**src/rtl/timeout_pkg.sv**
```systemverilog
// Shared types for the timeout scheduler: duration width, duration type, per-channel state.
package timeout_pkg;

    localparam int unsigned DEFAULT_SEC_W = 10;

    typedef logic [DEFAULT_SEC_W-1:0] sec_t;

    typedef enum logic {
        CH_IDLE  = 1'b0,
        CH_ARMED = 1'b1
    } ch_state_e;

endpackage

```
**src/rtl/timeout_scheduler_if.sv**
```systemverilog
// Requester-side bus of the timeout scheduler.
// TIMEOUT_RELOAD_EN adds the per-channel periodic_i request qualifier.
interface timeout_scheduler_if #(
    parameter int unsigned NUM_CH = 4,
    parameter int unsigned SEC_W  = 10
);
    logic [NUM_CH-1:0]       req_i;
    logic [NUM_CH*SEC_W-1:0] dur_i;
    logic [NUM_CH-1:0]       cancel_i;
    logic [NUM_CH-1:0]       grant_o;
    logic [NUM_CH-1:0]       active_o;
    logic [NUM_CH-1:0]       expired_o;
`ifdef TIMEOUT_RELOAD_EN
    logic [NUM_CH-1:0]       periodic_i;

    modport master (output req_i, dur_i, cancel_i, periodic_i,
                    input  grant_o, active_o, expired_o);
    modport slave  (input  req_i, dur_i, cancel_i, periodic_i,
                    output grant_o, active_o, expired_o);
`else
    modport master (output req_i, dur_i, cancel_i,
                    input  grant_o, active_o, expired_o);
    modport slave  (input  req_i, dur_i, cancel_i,
                    output grant_o, active_o, expired_o);
`endif
endinterface

```
**src/rtl/timeout_scheduler_rr_arbiter.sv**
```systemverilog
// Round-robin arbiter: combinational one-hot grant starting at a registered pointer.
module rr_arbiter #(
    parameter int unsigned N = 4
) (
    input  logic         clk,
    input  logic         rst_n,
    input  logic [N-1:0] req,
    input  logic         advance,
    output logic [N-1:0] grant
);
    localparam int unsigned PW = $clog2(N);

    logic [PW-1:0] ptr_q;
    logic [PW-1:0] ptr_n;

    // First requester at or after the pointer, wrapping; silent while in reset.
    always_comb begin
        logic          found;
        logic [PW-1:0] idx;
        grant = '0;
        found = 1'b0;
        idx   = '0;
        for (int i = 0; i < int'(N); i++) begin
            idx = PW'((int'(ptr_q) + i) % int'(N));
            if (!found && req[idx]) begin
                grant[idx] = 1'b1;
                found      = 1'b1;
            end
        end
        if (!rst_n) grant = '0;
    end

    always_comb begin
        ptr_n = ptr_q;
        if (advance) begin
            for (int i = 0; i < int'(N); i++) begin
                if (grant[i]) ptr_n = (i == int'(N) - 1) ? '0 : PW'(i + 1);
            end
        end
    end

    always_ff @(posedge clk or negedge rst_n) begin
        if (!rst_n) ptr_q <= '0;
        else        ptr_q <= ptr_n;
    end
endmodule

```
**src/rtl/timeout_scheduler.sv**
```systemverilog
// Per-channel seconds countdowns sharing one 1 Hz tick, armed through a round-robin arbiter.
// Optional TIMEOUT_RELOAD_EN: periodic channels reload their stored duration on expiry.
module timeout_scheduler
    import timeout_pkg::*;
#(
    parameter int unsigned NUM_CH = 4,
    parameter int unsigned SEC_W  = DEFAULT_SEC_W
) (
    input  logic                clk,
    input  logic                rst_n,
    input  logic                tick_i,
    timeout_scheduler_if.slave  bus
);
    logic [NUM_CH-1:0] eligible;
    logic [NUM_CH-1:0] grant;
    logic [NUM_CH-1:0] xfer;
    logic [NUM_CH-1:0] active_v;
    logic [NUM_CH-1:0] expired_v;

    assign eligible = bus.req_i & ~bus.cancel_i;
    assign xfer     = grant & bus.req_i;

    rr_arbiter #(.N(NUM_CH)) u_arb (
        .clk     (clk),
        .rst_n   (rst_n),
        .req     (eligible),
        .advance (|xfer),
        .grant   (grant)
    );

    for (genvar k = 0; k < int'(NUM_CH); k++) begin : g_ch
        ch_state_e        state_q, state_n;
        logic [SEC_W-1:0] rem_q, rem_n;
        logic [SEC_W-1:0] dur;
        logic             exp_q, exp_n;
        logic             act_b, exp_b;
`ifdef TIMEOUT_RELOAD_EN
        logic             per_q, per_n;
        logic [SEC_W-1:0] ld_q, ld_n;
`endif

        assign dur = bus.dur_i[k*SEC_W +: SEC_W];

        always_ff @(posedge clk or negedge rst_n) begin
            if (!rst_n) begin
                state_q <= CH_IDLE;
                rem_q   <= '0;
                exp_q   <= 1'b0;
`ifdef TIMEOUT_RELOAD_EN
                per_q   <= 1'b0;
                ld_q    <= '0;
`endif
            end else begin
                state_q <= state_n;
                rem_q   <= rem_n;
                exp_q   <= exp_n;
`ifdef TIMEOUT_RELOAD_EN
                per_q   <= per_n;
                ld_q    <= ld_n;
`endif
            end
        end

        // Priority cancel > arm > tick; an arm loads the new duration undecremented.
        always_comb begin
            state_n = state_q;
            rem_n   = rem_q;
            exp_n   = 1'b0;
`ifdef TIMEOUT_RELOAD_EN
            per_n   = per_q;
            ld_n    = ld_q;
`endif
            if (bus.cancel_i[k]) begin
                state_n = CH_IDLE;
                rem_n   = '0;
            end else if (xfer[k]) begin
`ifdef TIMEOUT_RELOAD_EN
                per_n = bus.periodic_i[k];
                ld_n  = dur;
`endif
                if (dur != '0) begin
                    state_n = CH_ARMED;
                    rem_n   = dur;
                end else begin
                    state_n = CH_IDLE;
                    rem_n   = '0;
                    exp_n   = 1'b1;
                end
            end else if (tick_i && state_q == CH_ARMED) begin
                if (rem_q > SEC_W'(1)) begin
                    rem_n = rem_q - SEC_W'(1);
                end else begin
                    exp_n = 1'b1;
`ifdef TIMEOUT_RELOAD_EN
                    if (per_q) begin
                        rem_n = ld_q;
                    end else begin
                        state_n = CH_IDLE;
                        rem_n   = '0;
                    end
`else
                    state_n = CH_IDLE;
                    rem_n   = '0;
`endif
                end
            end
        end

        always_comb begin
            act_b = (state_q == CH_ARMED);
            exp_b = exp_q;
        end

        assign active_v[k]  = act_b;
        assign expired_v[k] = exp_b;
    end

    assign bus.grant_o   = grant;
    assign bus.active_o  = active_v;
    assign bus.expired_o = expired_v;
endmodule
```
**src/flat_wrapper.sv**
```systemverilog
// flat-port wrapper written by rule: the top's interface ports become plain ports
module timeout_scheduler_flat import timeout_pkg::*;
#(
    parameter int unsigned NUM_CH = 4,
    parameter int unsigned SEC_W  = DEFAULT_SEC_W
)
  (clk, rst_n, tick_i, bus_req_i, bus_dur_i, bus_cancel_i, bus_grant_o, bus_active_o, bus_expired_o);
  timeout_scheduler_if #(.NUM_CH(NUM_CH), .SEC_W(SEC_W)) bus_i ();
  input  logic clk;
  input  logic rst_n;
  input  logic tick_i;
  input wire logic [$bits(bus_i.req_i)-1:0] bus_req_i;
  input wire logic [$bits(bus_i.dur_i)-1:0] bus_dur_i;
  input wire logic [$bits(bus_i.cancel_i)-1:0] bus_cancel_i;
  output wire logic [$bits(bus_i.grant_o)-1:0] bus_grant_o;
  output wire logic [$bits(bus_i.active_o)-1:0] bus_active_o;
  output wire logic [$bits(bus_i.expired_o)-1:0] bus_expired_o;
  assign bus_i.req_i = bus_req_i;
  assign bus_i.dur_i = bus_dur_i;
  assign bus_i.cancel_i = bus_cancel_i;
  assign bus_grant_o = bus_i.grant_o;
  assign bus_active_o = bus_i.active_o;
  assign bus_expired_o = bus_i.expired_o;
  timeout_scheduler #(.NUM_CH(NUM_CH), .SEC_W(SEC_W)) u_core (.clk(clk), .rst_n(rst_n), .tick_i(tick_i), .bus(bus_i));
endmodule
```
**config.mk**
```make
export PLATFORM = sky130hd
export DESIGN_NAME = timeout_scheduler_flat
export DESIGN_NICKNAME = d
export VERILOG_FILES = /design/src/rtl/timeout_pkg.sv /design/src/rtl/timeout_scheduler_if.sv /design/src/rtl/timeout_scheduler_rr_arbiter.sv /design/src/rtl/timeout_scheduler.sv /design/src/flat_wrapper.sv
export SDC_FILE = /design/constraint.sdc
export NUM_CORES = 1
export LEC_CHECK = 0
export CAP_MARGIN = 10
export CORE_ASPECT_RATIO = 1.25
export CORE_MARGIN = 1.5
export CORE_UTILIZATION = 27
export CTS_CLUSTER_SIZE = 12
export DETAILED_ROUTE_END_ITERATION = 10
export PLACE_DENSITY_LB_ADDON = 0.3
export SYNTH_ARGS = -nofsm -noshare
export SYNTH_HDL_FRONTEND = slang
export SYNTH_SLANG_ARGS = --single-unit
export TNS_END_PERCENT = 10
```
**constraint.sdc**
```tcl
create_clock -name clk -period 6.63 [get_ports clk]
set_input_delay 0.663 -clock clk [delete_from_list [all_inputs] [get_ports clk]]
set_output_delay 0.663 -clock clk [all_outputs]
set_load 0.02 [all_outputs]
```
Word-level counts from Yosys, hierarchy flattened:

Index checks and enable logic that the tools add are counted.

* register bits after elaboration: 50
* input port bits: 51
* output and inout port bits: 12

* add/sub/neg operators: 7
* magnitude comparators: 12
* eq/ne operators: 4
* mux-type cells: 88
* bitwise logic cells: 6
* reductions and logical operators: 29

Operators with widths (number)
* 2-to-1 mux 10 bit: 20
* 2-to-1 mux 1 bit: 51
* greater-than comparator 10 x 1 -> 1 bit, second input constant: 4
* nonzero test 10 bit: 4
* subtractor 10 x 1 -> 10 bit, second input constant: 4
* 2-to-1 mux 4 bit: 5
* less-than comparator 2 x 3 -> 1 bit, second input constant: 4
* != test 3 x 2 -> 1 bit, second input constant: 4
* bitwise OR 4 bit: 3
* nonzero test 3 bit: 4
* logical AND 1 bit: 11
* AND reduction 2 bit: 5
* AND 4 bit: 2
* binary-select mux 1 bit (select 2 bit): 4
* demux 1 bit (select 2 bit): 4
* greater-or-equal comparator 2 x 1 -> 1 bit, second input constant: 4
* 2-to-1 mux 2 bit: 4
* adder 2 bit, second input constant: 2
* NOT 4 bit: 1
* nonzero test 4 bit: 1
* OR reduction 4 bit: 1
* zero test 1 bit: 3
* adder 2 x 1 -> 2 bit, second input constant: 1

Longest topological paths before layout:

Gate-level depths: netlist (run 1).

* depth in word-level cells: 19
* gate-level depth with buffers: 12
* depth with buffers taken out: 9

Modules after synthesis:

From an unflattened synthesis (run 1), not the netlist that was laid out.

* cell total of the unflattened synthesis: 415
* area total of the unflattened synthesis: 3696.0 um2

By module, submodules not included
* timeout_scheduler: times used 1, cells an instance 352, area an instance 3133.0 um2
* rr_arbiter: times used 1, cells an instance 63, area an instance 563.0 um2

Worst setup path after synthesis (run 1):

No wires, ideal clock.

* path type: reg2out
* start point: register u_core.u_arb.ptr_q[0]
* end point: output bus_grant_o[1]
* arrival time: 2.510 ns
* path slack: 3.457 ns
* stages on the path, launching flop included: 10
* buffers on the path: 1
* cells stage by stage: dfrtp_1 > buf_2 > inv_1 > ha_1 > nor4b_1 > a31oi_1 > and2_1 > and4_1 > or3_1 > and2_1

* longest elaborated chain between the ends: 13

RTL lines
* from (decl): RTL line timeout_scheduler_rr_arbiter.sv:13 `logic [PW-1:0] ptr_q;`
* from (signal assigned): RTL line timeout_scheduler_rr_arbiter.sv:44 `else ptr_q <= ptr_n;`
* branches (longest 11 deep; another with less-than comparator 2 x 3 -> 1 bit)
* 2-to-1 mux 4 bit (*): RTL line timeout_scheduler_rr_arbiter.sv:25 `if (!found && req[idx]) begin`
* 2-to-1 mux 4 bit (*): RTL line timeout_scheduler_rr_arbiter.sv:30 `if (!rst_n) grant = '0;`
* to (decl): RTL line flat_wrapper.sv:15 `output wire logic [$bits(bus_i.grant_o)-1:0] bus_grant_o;`

Every way passes the cells marked *. The select of a mux whose other input is x is not followed.

Final worst setup path (run 1):

* start point: input bus_cancel_i[0]
* end point: output bus_grant_o[1]

* longest elaborated chain between the ends: 15

RTL lines
* from (decl): RTL line flat_wrapper.sv:14 `input wire logic [$bits(bus_i.cancel_i)-1:0] bus_cancel_i;`
* NOT 4 bit (*): RTL line timeout_scheduler.sv:20 `assign eligible = bus.req_i & ~bus.cancel_i;`
* AND 4 bit (*): RTL line timeout_scheduler.sv:20
* binary-select mux 1 bit (select 2 bit): RTL line timeout_scheduler_rr_arbiter.sv:25
* 2-to-1 mux 1 bit (implied by the code): RTL line timeout_scheduler_rr_arbiter.sv:25
* 2-to-1 mux 1 bit: RTL line timeout_scheduler_rr_arbiter.sv:25
* zero test 1 bit: RTL line timeout_scheduler_rr_arbiter.sv:25
* logical AND 1 bit: RTL line timeout_scheduler_rr_arbiter.sv:25
* 2-to-1 mux 1 bit: RTL line timeout_scheduler_rr_arbiter.sv:25
* zero test 1 bit: RTL line timeout_scheduler_rr_arbiter.sv:25
* logical AND 1 bit: RTL line timeout_scheduler_rr_arbiter.sv:25
* 2-to-1 mux 1 bit: RTL line timeout_scheduler_rr_arbiter.sv:25
* zero test 1 bit: RTL line timeout_scheduler_rr_arbiter.sv:25
* logical AND 1 bit: RTL line timeout_scheduler_rr_arbiter.sv:25
* 2-to-1 mux 4 bit (*): RTL line timeout_scheduler_rr_arbiter.sv:25
* 2-to-1 mux 4 bit (*): RTL line timeout_scheduler_rr_arbiter.sv:30

Mark *: on every way between the ends. The rest lies on a longest branch, timed or not. The select of a mux whose other input is x is not followed.

==> run summary, run 1 <==
CTS Sinks: 50
Setup TNS: 0 ns
CTS tree: done
Share of cells above drive strength 1: 0.0641
DRC: 0
Worst setup margin: 2.07 ns
Peak supply drop: 0.135 mV
Initial DRC count: 196
Critical path peak fanout: 14
Final Util: 0.335
Crit share post-route: 0.688
RSZ-0062 raised after global routing: false
DP HPWL: 8020 um
Antenna Violating Nets Remaining: 0
Port bufs: 62
Clock buffer depth: 2
Final Cell Area: 4780 um^2
Full die area: 15200 um^2
Num rows: 49
All-layer global routing usage: 0.142
Worst Setup Start Kind: input pin
Worst R2R Setup Slack: 3.04 ns
Endpoints failing setup: 0
Max-Cap Viols: 0
Ys async rst share: 1.00
Initial antenna violation count: 0
CTS HTree Levels: 2
Hold Vio Cnt, Final: 0
Vias: 3717
Total gr overflow: 0
Post-CTS setup buffer count: 0
Fmax: 219 MHz
Hold-fix buffers, CTS: 0
Synthesis-to-finish area growth: 22.1%
Global-route wire length before repair: 17700 um
Clock Pin Slew Worst Setup and Hold Paths: 0.07 ns
Post-place setup slack: 2.05 ns
Clock latency on the worst-skew pair: 0.29 ns
Via density: 5.36
Leak: 0.00190 uW
Synth Register Bits: 50
Mean Syn Cell Area: 8.31 um^2
Placed Instance Area: 4610 um^2
Final Max Tran Viols: 0
Min-delay worst type: input pin to asynchronous set/reset pin
Pre-antenna DRT Iters: 4
Worst-margin pin slew: 1.02 ns
Most frequent cells in the layout: clkdlybuf4s50_1, dfrtp_1, nor2_1
Total Wirelength: 10700 um
CP required: 5.97 ns
Synthesized area: 3920 um^2
Unique cell type count in the Yosys netlist: 65
TritonCTS Buffers: 5
CP arrival: 3.90 ns
Maximum number of pins on one net before global-route repair: 44
# IOs: 63
Post_cts resized: 0
CP startpoint: bus_cancel_i[0]
Sequential-to-total area share from yosys stat: 0.320
WS Path Type: input pin to output pin
Status: finished, final reports clean
Worst r2r src: u_core.u_arb.ptr_q[0]
Worst-case reg-to-reg path depth: 9
Clk_skew: 0.00475 ns
Commonest non-fill, non-tap cell in the layout: clkdlybuf4s50_1
Initial Util: 0.274
Root Buffer: clkbuf_16
Syn Nets: 538
Core area: 14300 um^2
Pwr/cell area: 336 nW/um^2
RePlAce Congestion: 0.861
Drt wl/cell: 15.4 um
Die span in x: 111 um
Post-synth EDFFs: 0
Primary FF master, synth: dfrtp_1
Inserted Diodes: 0
Count of mapped cells out of synthesis: 471
Slew headroom: 0.319
Critical Path End: bus_grant_o[1]
Die Y: 138 um
CP Capture Type: output pin
Synth Warn #: 0
Minimum clock period: 4.56 ns
Worst flop-to-flop path endpoint: u_core.g_ch[3].rem_q[4]
Final nets: 581
Vias in the first global route: 3603
-- flip-flops by register name (all words and copies together) (netlist names) --
name and cells:
u_core.g_ch.rem_q 40, u_core.u_arb.ptr_q 2, u_core.g_ch.exp_b 4, u_core.g_ch.act_b 4
-- worst min path at each step --
stage / depth (start not counted) / to / start
after detailed placement: 2 / u_core.g_ch[1].rem_q[7] / u_core.g_ch[1].rem_q[7]
after global placement: 2 / u_core.g_ch[3].rem_q[7] / u_core.g_ch[3].rem_q[7]
after floorplan: 0 / u_core.g_ch[0].act_b / rst_n
after CTS: 1 / u_core.g_ch[1].rem_q[4] / rst_n
after global routing: 1 / u_core.g_ch[1].rem_q[3] / rst_n
final: 1 / u_core.g_ch[1].rem_q[5] / rst_n
-- stage by stage --
stage / total power [uW] / cells / hold slack (ns)
6_report: 1610 / 693 / 0.306
5_1_grt: 1750 / 693 / 0.313
3_5_place_dp: 1320 / 685 / 0.593
3_3_place_gp: 1310 / 685 / 0.591
2_1_floorplan: 1100 / 471 / 0.367
4_1_cts: 1610 / 693 / 0.306
-- report_power, final --
group | internal, uW | switching [uW] | leakage, uW | total [uW]
clock | 171 | 118 | 0.0000832 | 289
sequential | 362 | 77.2 | 0.000688 | 439
combinational | 370 | 508 | 0.00112 | 878
total | 903 | 703 | 0.00190 | 1610
-- kinds of logic after synthesis --
family	share of synthesized area
xor+xnor	0.0112
fa+ha+maj	0.0511
buf+inv	0.0662
mux	0.0521
flops	0.320
compound gates	0.217
simple gates	0.283
-- area by class of cell --
cell class / instances / area [um^2]
fillers: 1506 / 9510
multi-input cells: 370 / 2420
flip-flops and latches: 50 / 1250
well taps: 178 / 223
inverters: 22 / 82.6
repair buffers: 65 / 638
clock buffers: 8 / 166
-- worst max-delay path, cell delays in order --
cell	delay, ns
clkdlybuf4s50_1	0.86
nor2b_1	0.24
mux4_2	0.58
a22o_2	0.34
or3_1	0.47
and2_1	0.21
clkdlybuf4s50_1	0.53
-- routing by layer --
metal / GRT usage / up-vias / routed length, um
li1: - / 1839 / -
met1: 0.165 / 1757 / 4580
met2: 0.262 / 103 / 5340
met3: 0.0277 / 18 / 501
met4: 0.0456 / 0 / 243
met5: 0 / - / 0
-- Yosys cell counts, drive strengths merged, types with 3 or more instances --
| cell | count | area share |
|---|---|---|
| dfrtp | 50 | 0.32 |
| nor2 | 49 | 0.047 |
| nor3 | 39 | 0.053 |
| nand2 | 32 | 0.031 |
| a21oi | 29 | 0.039 |
| o21ai | 29 | 0.037 |
| inv | 22 | 0.021 |
| nand3 | 21 | 0.027 |
| buf | 20 | 0.036 |
| a211oi | 18 | 0.035 |
| mux2i | 17 | 0.043 |
| ha | 16 | 0.051 |
| nor4 | 16 | 0.029 |
| or3 | 12 | 0.019 |
| clkbuf | 9 | 0.0086 |
| nand2b | 7 | 0.011 |
| or4 | 6 | 0.012 |
| and2 | 5 | 0.0080 |
| xnor2 | 5 | 0.011 |
| a31o | 4 | 0.0090 |
| a31oi | 4 | 0.0064 |
| nor2b | 4 | 0.0064 |
| o311a | 4 | 0.010 |
| o31ai | 4 | 0.011 |
| a22o | 3 | 0.0093 |
| and4 | 3 | 0.0067 |
| nand4 | 3 | 0.0048 |
| nor3b | 3 | 0.0058 |
| nor4b | 3 | 0.0083 |
| o21a | 3 | 0.0058 |
| or2 | 3 | 0.0048 |
Note: power is estimated with default switching activity, not from simulation.
==> run 2, diff against run 1 <==
==> constraint.sdc (replaced) <==
create_clock -name clk -period 4.2 [get_ports clk]
set_input_delay 0.42 -clock clk [delete_from_list [all_inputs] [get_ports clk]]
set_output_delay 0.42 -clock clk [all_outputs]
set_load 0.02 [all_outputs]
==> run 2 against run 1 <==
Net effect:
- worst setup slack got worse by 1.8 ns
- critical path depth increased by 2
- power increased by 58%
- largest cell class unchanged
- clock skew about the same
- via count increased by 0.89%
==> run summary, run 2 (synthesis gave the netlist of run 1 again) <==
Num rows: 49 (unchanged)
Worst flop-to-flop path endpoint: u_core.u_arb.ptr_q[0]
CTS HTree Levels: 2 (unchanged)
Post-CTS setup buffer count: 0 (unchanged)
Clock latency on the worst-skew pair: 0.30 ns (about the same)
Vias in the first global route: 3657 (+1.5%)
Initial antenna violation count: 0 (unchanged)
Antenna Violating Nets Remaining: 0 (unchanged)
Initial DRC count: 214 (+9.2%)
RSZ-0062 raised after global routing: false
Vias: 3750 (+0.89%)
Die span in x: 111 um (unchanged)
Crit share post-route: 0.943
Setup TNS: 0 ns (unchanged)
Slew headroom: 0.387 (+0.0674)
Post_cts resized: 0 (unchanged)
All-layer global routing usage: 0.143 (+0.000716)
# IOs: 63 (unchanged)
Global-route wire length before repair: 17900 um (+0.90%)
Peak supply drop: 0.211 mV (+56%)
Full die area: 15200 um^2 (unchanged)
Max reg flops: 40 (unchanged)
Core area: 14300 um^2 (unchanged)
Max-Cap Viols: 0 (unchanged)
Die Y: 138 um (unchanged)
Maximum number of pins on one net before global-route repair: 30 (-32%)
Pre-antenna DRT Iters: 4 (unchanged)
Clk_skew: 0.00461 ns (-0.000145 ns)
RePlAce Congestion: 0.879 (+2.0%)
DRC: 0 (unchanged)
TritonCTS Buffers: 5 (unchanged)
Fmax: 253 MHz
Leak: 0.00193 uW (+2.0%)
Status: finished, final reports clean
Share of cells above drive strength 1: 0.0817 (+0.0177)
Clock Pin Slew Worst Setup and Hold Paths: 0.07 ns (about the same)
Pwr/cell area: 523 nW/um^2 (+56%)
Clock buffer depth: 2 (unchanged)
WS Path Type: flop to output pin
Biggest register: u_core.g_ch.rem_q
Worst r2r src: u_core.u_arb.ptr_q[1]
Port bufs: 62 (unchanged)
Post-place setup slack: 0.527 ns (-1.52 ns)
Hold Vio Cnt, Final: 0 (unchanged)
Commonest non-fill, non-tap cell in the layout: clkdlybuf4s50_1
CTS tree: done
CP Capture Type: output pin
CTS Sinks: 50 (unchanged)
Initial Util: 0.274 (unchanged)
Total Wirelength: 10800 um (+1.3%)
Critical path peak fanout: 8 (-6)
Drt wl/cell: 15.3 um (-0.26%)
Worst-case reg-to-reg path depth: 10 (+1)
DP HPWL: 8260 um (+2.9%)
Worst-margin pin slew: 0.918 ns (-0.101 ns)
Total gr overflow: 0 (unchanged)
Root Buffer: clkbuf_16
Hold-fix buffers, CTS: 1 (+1)
Final Max Tran Viols: 0 (unchanged)
Worst R2R Setup Slack: 0.81 ns (-2.23 ns)
Worst Setup Start Kind: flop
CP required: 3.78 ns (-2.19 ns)
Worst setup margin: 0.240 ns (-1.83 ns)
Minimum clock period: 3.96 ns
Most frequent cells in the layout: clkdlybuf4s50_1, dfrtp_1, nor2_1
Min-delay worst type: input pin to asynchronous set/reset pin
Endpoints failing setup: 0 (unchanged)
Via density: 5.33 (-0.69%)
Synthesis-to-finish area growth: 23.7%
Inserted Diodes: 0 (unchanged)
Final nets: 592 (+1.9%)
CP arrival: 3.54 ns (-0.36 ns)
## run 2: worst max-delay path: stages (launching register included)
cell             delay [ns]
dfrtp_1                0.51
inv_1                  0.21
ha_1                   0.41
nor4b_1                0.34
a31oi_1                0.11
and2_1                 0.22
and4_1                 0.23
or3_1                  0.46
and2_1                 0.20
clkdlybuf4s50_1        0.54
## run 2: worst max path at each step
stage | to | from | cells after the start | slack (ns)
2_1_floorplan | bus_grant_o[1] | u_core.u_arb.ptr_q[0] | 9 | 1.27
3_3_place_gp | bus_grant_o[1] | bus_req_i[3] | 8 | 0.55
3_5_place_dp | bus_grant_o[1] | bus_req_i[3] | 8 | 0.53
4_1_cts | bus_grant_o[1] | u_core.u_arb.ptr_q[1] | 9 | 0.25
5_1_grt | bus_grant_o[1] | u_core.u_arb.ptr_q[1] | 9 | 0.03
6_report | bus_grant_o[1] | u_core.u_arb.ptr_q[1] | 9 | 0.24
## run 2: layout make-up
| class | count | area [um^2] |
|---|---|---|
| fillers | 1497 | 9440 |
| multi-input cells | 370 | 2420 |
| inverters | 22 | 82.6 |
| clock inverters | 3 | 21.3 |
| clock buffers | 5 | 125 |
| well taps | 178 | 223 |
| repair buffers | 76 | 723 |
| flip-flops and latches | 50 | 1250 |
## run 2: power breakdown
part	switching, uW	internal (uW)
sequential	108	572
clock	195	221
combinational	824	615
## run 2: per-stage QoR
stage | area, um^2 | utilization | hold slack (ns) | std cells | power, uW
2_1_floorplan | 3920 | - | 0.124 | 471 | 1730
3_3_place_gp | 4690 | 0.328 | 0.237 | 695 | 2090
3_5_place_dp | 4690 | 0.328 | 0.241 | 695 | 2120
4_1_cts | 4840 | 0.339 | 0.500 | 704 | 2540
5_1_grt | 4840 | 0.339 | 0.521 | 704 | 2760
6_report | 4840 | 0.339 | 0.509 | 704 | 2530
## run 2: routing by layer
metal	vias up	share of wire	track usage
met5	-	0	0
met2	80	0.51	0.260
met3	16	0.036	0.0246
li1	1857	-	-
met4	0	0.021	0.0434
met1	1797	0.44	0.172
